[src/rtl/cpu_monitor_pkg.sv]
// ---------------------------------------------------------------------------
// cpu_monitor_pkg
// Shared definitions for the CPU single-step / 7-segment monitor:
//   - N_DIGITS : number of multiplexed display digits
//   - sel_e    : encoding of the 'sel' input (which CPU value is shown)
//   - HEX_SEG  : 16-entry hex-to-segment table, active-low {g,f,e,d,c,b,a}
// ---------------------------------------------------------------------------
package cpu_monitor_pkg;

  localparam int N_DIGITS = 4;

  typedef enum logic [1:0] {
    SEL_PC   = 2'b00,  // currentAdd[15:0]
    SEL_REGS = 2'b01,  // {readData1[7:0], readData2[7:0]}
    SEL_WB   = 2'b10,  // {Result[7:0], writeData[7:0]}
    SEL_OP   = 2'b11   // o_p[15:0]
  } sel_e;

  // Active-low segment patterns, bit order {g,f,e,d,c,b,a}.
  localparam logic [6:0] HEX_SEG [16] = '{
    7'h40, 7'h79, 7'h24, 7'h30,  // 0 1 2 3
    7'h19, 7'h12, 7'h02, 7'h78,  // 4 5 6 7
    7'h00, 7'h10, 7'h08, 7'h03,  // 8 9 A b
    7'h46, 7'h21, 7'h06, 7'h0E   // C d E F
  };

endpackage

[src/rtl/cpu_monitor_hex_to_seg.sv]
// ---------------------------------------------------------------------------
// hex_to_seg
// Combinational hex nibble to 7-segment decoder (active-low outputs).
//   i_nibble : 4-bit hex value
//   o_seg    : segments {g,f,e,d,c,b,a}, 0 = lit
// ---------------------------------------------------------------------------
module hex_to_seg
  import cpu_monitor_pkg::*;
(
  input  logic [3:0] i_nibble,
  output logic [6:0] o_seg
);

  assign o_seg = HEX_SEG[i_nibble];

endmodule

[src/rtl/cpu_monitor.sv]
// ---------------------------------------------------------------------------
// cpu_monitor
// Debounces a single-step push button to produce the CPU clock and a
// one-cycle step pulse, and multiplexes a 16-bit CPU observation value onto
// a 4-digit active-low 7-segment display.
//
// Ports
//   CLK        : system clock (all state on rising edge)
//   Reset      : asynchronous, active-low reset
//   btn        : raw single-step button
//   sel        : display source select (see sel_e)
//   currentAdd, readData1, readData2, Result, writeData, o_p : CPU buses
//   cpu_clk    : debounced button level
//   step_pulse : one-cycle pulse per accepted press
//   an         : digit enables, active-low one-hot (an[0] = rightmost)
//   seg        : segments {dp,g,f,e,d,c,b,a}, active-low
// ---------------------------------------------------------------------------
module cpu_monitor
  import cpu_monitor_pkg::*;
#(
  parameter int DB_CNT   = 1000000,
  parameter int SCAN_CNT = 100000
) (
  input  logic        CLK,
  input  logic        Reset,
  input  logic        btn,
  input  logic [1:0]  sel,
  input  logic [31:0] currentAdd,
  input  logic [31:0] readData1,
  input  logic [31:0] readData2,
  input  logic [31:0] Result,
  input  logic [31:0] writeData,
  input  logic [31:0] o_p,
  output logic        cpu_clk,
  output logic        step_pulse,
  output logic [3:0]  an,
  output logic [7:0]  seg
);

  localparam int DB_W  = (DB_CNT   > 1) ? $clog2(DB_CNT)   : 1;
  localparam int SC_W  = (SCAN_CNT > 1) ? $clog2(SCAN_CNT) : 1;
  localparam int DIG_W = $clog2(N_DIGITS);

  localparam logic [DB_W-1:0]  DB_LAST    = DB_W'(DB_CNT - 1);
  localparam logic [SC_W-1:0]  SC_LAST    = SC_W'(SCAN_CNT - 1);
  localparam logic [DIG_W-1:0] LAST_DIGIT = DIG_W'(N_DIGITS - 1);

  // Button path
  logic            r_sync0;
  logic            r_sync1;
  logic            r_stable;
  logic [DB_W-1:0] r_db_cnt;
  logic            r_step;
  logic            w_db_accept;

  // Display path
  logic [SC_W-1:0]  r_scan_cnt;
  logic [DIG_W-1:0] r_digit;
  logic [15:0]      r_disp;
  logic             r_dp_flag;
  logic [3:0]       r_an;
  logic [7:0]       r_seg;
  logic             w_scan_wrap;
  logic             w_frame_wrap;
  logic [15:0]      w_sel_value;
  logic [3:0]       w_nibble;
  logic [6:0]       w_seg7;

  // Only the low bytes/halves of the CPU buses are displayed.
  logic w_unused_bits;
  assign w_unused_bits = ^{currentAdd[31:16], readData1[31:8], readData2[31:8],
                           Result[31:8], writeData[31:8], o_p[31:16]};

  // -------------------------------------------------------------------------
  // Two-flop synchronizer for the asynchronous button.
  // -------------------------------------------------------------------------
  // NOTE: sequential state uses non-blocking (<=) so every flop samples the
  // pre-edge value of its neighbours; blocking here would collapse the chain.
  always_ff @(posedge CLK or negedge Reset) begin
    if (!Reset) begin
      r_sync0 <= 1'b0;
      r_sync1 <= 1'b0;
    end else begin
      r_sync0 <= btn;
      r_sync1 <= r_sync0;
    end
  end

  // -------------------------------------------------------------------------
  // Debounce: the counter measures how long the synchronized level has
  // disagreed with the stable level; any agreement restarts the measurement,
  // so glitches shorter than DB_CNT cycles never reach r_stable.
  // -------------------------------------------------------------------------
  assign w_db_accept = (r_sync1 != r_stable) && (r_db_cnt == DB_LAST);

  always_ff @(posedge CLK or negedge Reset) begin
    if (!Reset) begin
      r_stable <= 1'b0;
      r_db_cnt <= '0;
      r_step   <= 1'b0;
    end else begin
      // Pulse only on a 0->1 acceptance, coincident with cpu_clk rising.
      r_step <= w_db_accept && r_sync1;
      if (r_sync1 == r_stable) begin
        r_db_cnt <= '0;
      end else if (w_db_accept) begin
        r_stable <= r_sync1;
        r_db_cnt <= '0;
      end else begin
        r_db_cnt <= r_db_cnt + DB_W'(1);
      end
    end
  end

  assign cpu_clk    = r_stable;
  assign step_pulse = r_step;

  // -------------------------------------------------------------------------
  // Digit scan and frame-boundary latch of the displayed value.
  // -------------------------------------------------------------------------
  assign w_scan_wrap  = (r_scan_cnt == SC_LAST);
  assign w_frame_wrap = w_scan_wrap && (r_digit == LAST_DIGIT);

  // NOTE: every signal assigned in always_comb gets a default first, so no
  // path can leave it unassigned and infer a latch.
  always_comb begin
    w_sel_value = currentAdd[15:0];
    case (sel_e'(sel))
      SEL_PC:   w_sel_value = currentAdd[15:0];
      SEL_REGS: w_sel_value = {readData1[7:0], readData2[7:0]};
      SEL_WB:   w_sel_value = {Result[7:0], writeData[7:0]};
      SEL_OP:   w_sel_value = o_p[15:0];
      default:  w_sel_value = currentAdd[15:0];
    endcase
  end

  // NOTE: the display register is datapath, but it is reset anyway so the
  // first frame after reset shows a defined value (0000) instead of X.
  always_ff @(posedge CLK or negedge Reset) begin
    if (!Reset) begin
      r_scan_cnt <= '0;
      r_digit    <= '0;
      r_disp     <= '0;
      r_dp_flag  <= 1'b0;
    end else begin
      r_scan_cnt <= w_scan_wrap ? '0 : r_scan_cnt + SC_W'(1);
      if (w_scan_wrap) begin
        r_digit <= r_digit + DIG_W'(1);  // N_DIGITS is a power of two
      end
      // Latching only at the 3->0 boundary keeps a frame tear-free.
      if (w_frame_wrap) begin
        r_disp <= w_sel_value;
      end
      // dp flag tracks "a step happened in this frame"; the boundary wins.
      if (w_frame_wrap) begin
        r_dp_flag <= 1'b0;
      end else if (r_step) begin
        r_dp_flag <= 1'b1;
      end
    end
  end

  // -------------------------------------------------------------------------
  // Registered digit drive: one cycle behind the digit index.
  // -------------------------------------------------------------------------
  assign w_nibble = r_disp[{r_digit, 2'b00} +: 4];

  hex_to_seg u_hex_to_seg (
    .i_nibble (w_nibble),
    .o_seg    (w_seg7)
  );

  always_ff @(posedge CLK or negedge Reset) begin
    if (!Reset) begin
      r_an  <= 4'b1111;
      r_seg <= 8'hFF;
    end else begin
      r_an  <= ~(4'b0001 << r_digit);
      r_seg <= {~((r_digit == '0) && r_dp_flag), w_seg7};
    end
  end

  assign an  = r_an;
  assign seg = r_seg;

endmodule
[config.mk]
export PLATFORM = sky130hd
export DESIGN_NAME = cpu_monitor
export DESIGN_NICKNAME = d
export VERILOG_FILES = /design/src/rtl/cpu_monitor_pkg.sv /design/src/rtl/cpu_monitor_hex_to_seg.sv /design/src/rtl/cpu_monitor.sv
export SDC_FILE = /design/constraint.sdc
export NUM_CORES = 1
export LEC_CHECK = 0
export ABC_AREA = 1
export CORE_MARGIN = 2
export CORE_UTILIZATION = 50
export CTS_CLUSTER_DIAMETER = 120
export DETAILED_ROUTE_END_ITERATION = 8
export DONT_BUFFER_PORTS = 1
export GPL_ROUTABILITY_DRIVEN = 1
export GPL_TIMING_DRIVEN = 0
export PLACE_DENSITY = 0.62
export SYNTH_ARGS = -nofsm -noshare
export SYNTH_HDL_FRONTEND = slang
export SYNTH_SLANG_ARGS = --single-unit
[constraint.sdc]
create_clock -name CLK -period 2.65 [get_ports CLK]
set_clock_uncertainty 0.2 [all_clocks]
set_input_delay 0.53 -clock CLK [delete_from_list [all_inputs] [get_ports CLK]]
set_output_delay 0.53 -clock CLK [all_outputs]
set_load 0.01 [all_outputs]
==> run_results.csv <==
group,metric,value,unit
global_route,grt_usage,21.2,%
clock_network,cts_sinks,72,
die,fp.dieArea,8990,µm²
detailed_routing,drt_pass1_iterations,4,
timing,hold_slack,0.158,ns
die,coreArea,8090,µm²
place,place.gp.congestion,0.911,
final_layout,diodes,0,
die,die_h,94.8,µm
critical_path,startpoint_type,"flop",
critical_path,critPathMaxFanout,8,
timing,final-hold-violation-count,0,
place,place_inst,654,
detailed_routing,ant_nets,0,
timing,maxSlewViolCount,0,
timing,min_period,2.03,ns
run_status,outcome,"finished, final reports clean",
run,max_cap_viol_count,0,
min_path,min_path_type,"flop to flop",
clock_network,cts.reportedPaths.clkPinSlew,0.08,ns
clock_network,cts_hold_buf,3,
critical_path,cp_slowest_stage_delay,0.47,ns
timing,rsz0062_at_grt,"false",
clock_network,cts_setup_buffers,0,
critical_path,cp_top_family,"simple AND/OR/NAND/NOR gates",
timing,tightest_slew,0.400,ns
detailed_routing,routedWlPerCell,12.4,µm
yosys,ys_warn_count,0,
global_route,grt_pass1_vias,3320,
yosys,syn_inst,549,
timing,fmax,492,MHz
place,dpl-instance-area,4260,µm²
clock_network,numCtsBuffers,9,
place,dp.final_hpwl,6380,µm
critical_path,path_cells,"inv_1, nand3_1, nand2_1, inv_1, ha_1, nand2_1, o21ai_0, nand2_1, nand2_1",
yosys,ys_seq_area_share,44.0,%
clock_network,cts_tree,"yes",
critical_path,path_buf_inv,2,
yosys,syn_avg_cell_area,7.51,µm²
global_route,antenna_found_initial,0,
timing,finalSetupViolations,0,
final_layout,area_growth,8.98,%
power_and_ir_drop,ir_drop,0.000255,V
critical_path,crit_arrival,2.12,ns
final_layout,stdcell_area,4500,µm²
clock_network,clock_path_buffers,2,
die,initial_core_util,51.0,%
clock_network,cts-root-buf,"clkbuf_8",
power_and_ir_drop,power.density,453,nW/µm²
clock_network,clk-insertion-delay-late,0.34,ns
detailed_routing,vias_per_cell,5.07,
final_layout,nFillCells,804,
yosys,syn_area,4130,µm²
final_layout,nets,772,
global_route,overflow,0,
global_route,grt_start_max_net_pins,73,
clock_network,ctsResizeCount,0,
final_layout,final_cells,673,
yosys,synth_cell_types,30,
power_and_ir_drop,cellLeakagePower,0.00209,µW
critical_path,crit_path_end_kind,"flop",
place,io_buffers,0,
final_layout,multi_input_area,2030,µm²
detailed_routing,routed_wl,8380,µm
die,ios,211,
timing,relSlewSlack,73.1,%
critical_path,crit_required,2.73,ns
critical_path,worst-setup-path-type,"flop to flop",
timing,finalCritPeriodShare,76.8,%
global_route,grt_pass1_wl,14900,µm
detailed_routing,drc_errors,0,
die,die_w,94.8,µm
yosys,syn-num-nets,758,
critical_path,crit_slowest_cell,"dfrtp_1",
clock_network,htreeDepth,3,
critical_path,cp_common_cell,"nand2_1",
timing,tns,0,ns
yosys,ys_ff_latch,72,
detailed_routing,initialDrtViolationCount,140,
die,rows,33,
final_layout,drive_gt1_share,12.7,%
detailed_routing,vias,3409,
final_layout,area.sequential,1820,µm²
-- kinds of logic (layout without fill, tap and decap cells) --
logic type | count (synthesis) | after routing | synth area share [%]
xor+xnor | 17 | 17 | 3.61
simple gates | 330 | 330 | 34.1
fa+ha+maj | 12 | 12 | 3.64
buf+inv | 66 | 85 | 6.79
compound gates | 52 | 52 | 7.83
flops | 72 | 72 | 44.0
-- cell usage after synthesis --
library cell  count  area (µm²)
a211oi_1          1        7.51
a21oi_1          21         105
a21oi_4           1        16.3
buf_2             3        15.0
buf_4             1        7.51
buf_6             3        33.8
clkbuf_1          1        3.75
dfrtp_1          60        1500
dfstp_2          12         315
ha_1             12         150
inv_1            53         199
inv_2             4        15.0
inv_4             1        6.26
nand2_1         168         631
nand2_2           6        37.5
nand3_1          51         255
nand3_2           1        10.0
nand3_4           1        17.5
nand4_1          11        68.8
nor2_1           74         278
nor2_2            8        50.1
nor2_4            1        11.3
nor3_1            7        35.0
nor4_1            1        6.26
o21ai_0          10        50.1
o21ai_1           6        30.0
o21ai_2          13         114
or2_2             1        6.26
xnor2_1           2        17.5
xor2_1           15         131
-- worst register-to-register path, cell delays in order (launching register included) --
cell,delay (ns)
dfrtp_1,0.47
inv_1,0.25
nand3_1,0.17
nand2_1,0.22
inv_1,0.12
ha_1,0.20
nand2_1,0.12
o21ai_0,0.11
nand2_1,0.07
nand2_1,0.05
-- where the power goes --
group | switching [µW] | internal [µW] | leakage, µW
registers | 4.84 | 1100 | 0.000858
logic | 72.8 | 34.3 | 0.00114
clock network | 418 | 402 | 0.0000950
-- placed cells by master, fill, tap and decap left out, types with 11 or more instances in the layout --
cell / n
nand2_1: 168
nand4_1: 11
o21ai_2: 13
nor2_1: 74
a21oi_1: 21
dfrtp_1: 60
ha_1: 12
xor2_1: 15
inv_1: 53
nand3_1: 51
dfstp_2: 12
-- layout make-up --
cell class                 count  area share, %
inverter                      58           4.90
clock inverter                 5          0.863
clock buffer                  11           3.40
timing repair buffer           3           1.06
multi-input combinational    411           45.1
buffer                         8           1.34
sequential                    72           40.4
tap                          105           2.92
-- through the flow --
stage	total power, µW	utilization, %	worst slack (ns)
after CTS	2070	55.6	0.612
after global routing	2140	55.6	0.458
after global placement	1210	52.6	0.626
after floorplan	1190	-	0.966
after detailed placement	1210	52.6	0.617
final	2040	55.6	0.616
-- sequential cells by signal, summed over array words and instances, names as in the netlist, 2 cells and up --
signal and flops:
r_digit 2, r_disp 16, an 4, r_db_cnt 20, seg 8, r_scan_cnt 17
-- per-layer routing --
| metal | routed length, µm | vias to the layer above | track usage [%] |
|---|---|---|---|
| li1 | - | 1773 | - |
| met1 | 3820 | 1530 | 26.8 |
| met2 | 4060 | 96 | 36.0 |
| met3 | 381 | 10 | 5.27 |
| met4 | 108 | 0 | 6.04 |
| met5 | 0 | - | 0 |
-- worst paths after layout --
kind                                         from                       to  cells past startpoint  slack (ns)
hold reg to reg                 r_sync0$_DFF_PN0_        r_sync1$_DFF_PN0_                      0        0.16
hold / removal                  r_sync0$_DFF_PN0_        r_sync1$_DFF_PN0_                      0        0.16
max in group asynchronous                   Reset          an[0]$_DFF_PN1_                      2        1.39
setup / recovery           r_digit[1]$_DFFE_PN0N_         seg[6]$_DFF_PN1_                      9        0.62
min in group asynchronous                   Reset  r_scan_cnt[8]$_DFF_PN0_                      2        0.54
setup reg to reg           r_digit[1]$_DFFE_PN0N_         seg[6]$_DFF_PN1_                      9        0.62
Note: power is estimated with default switching activity, not from simulation.
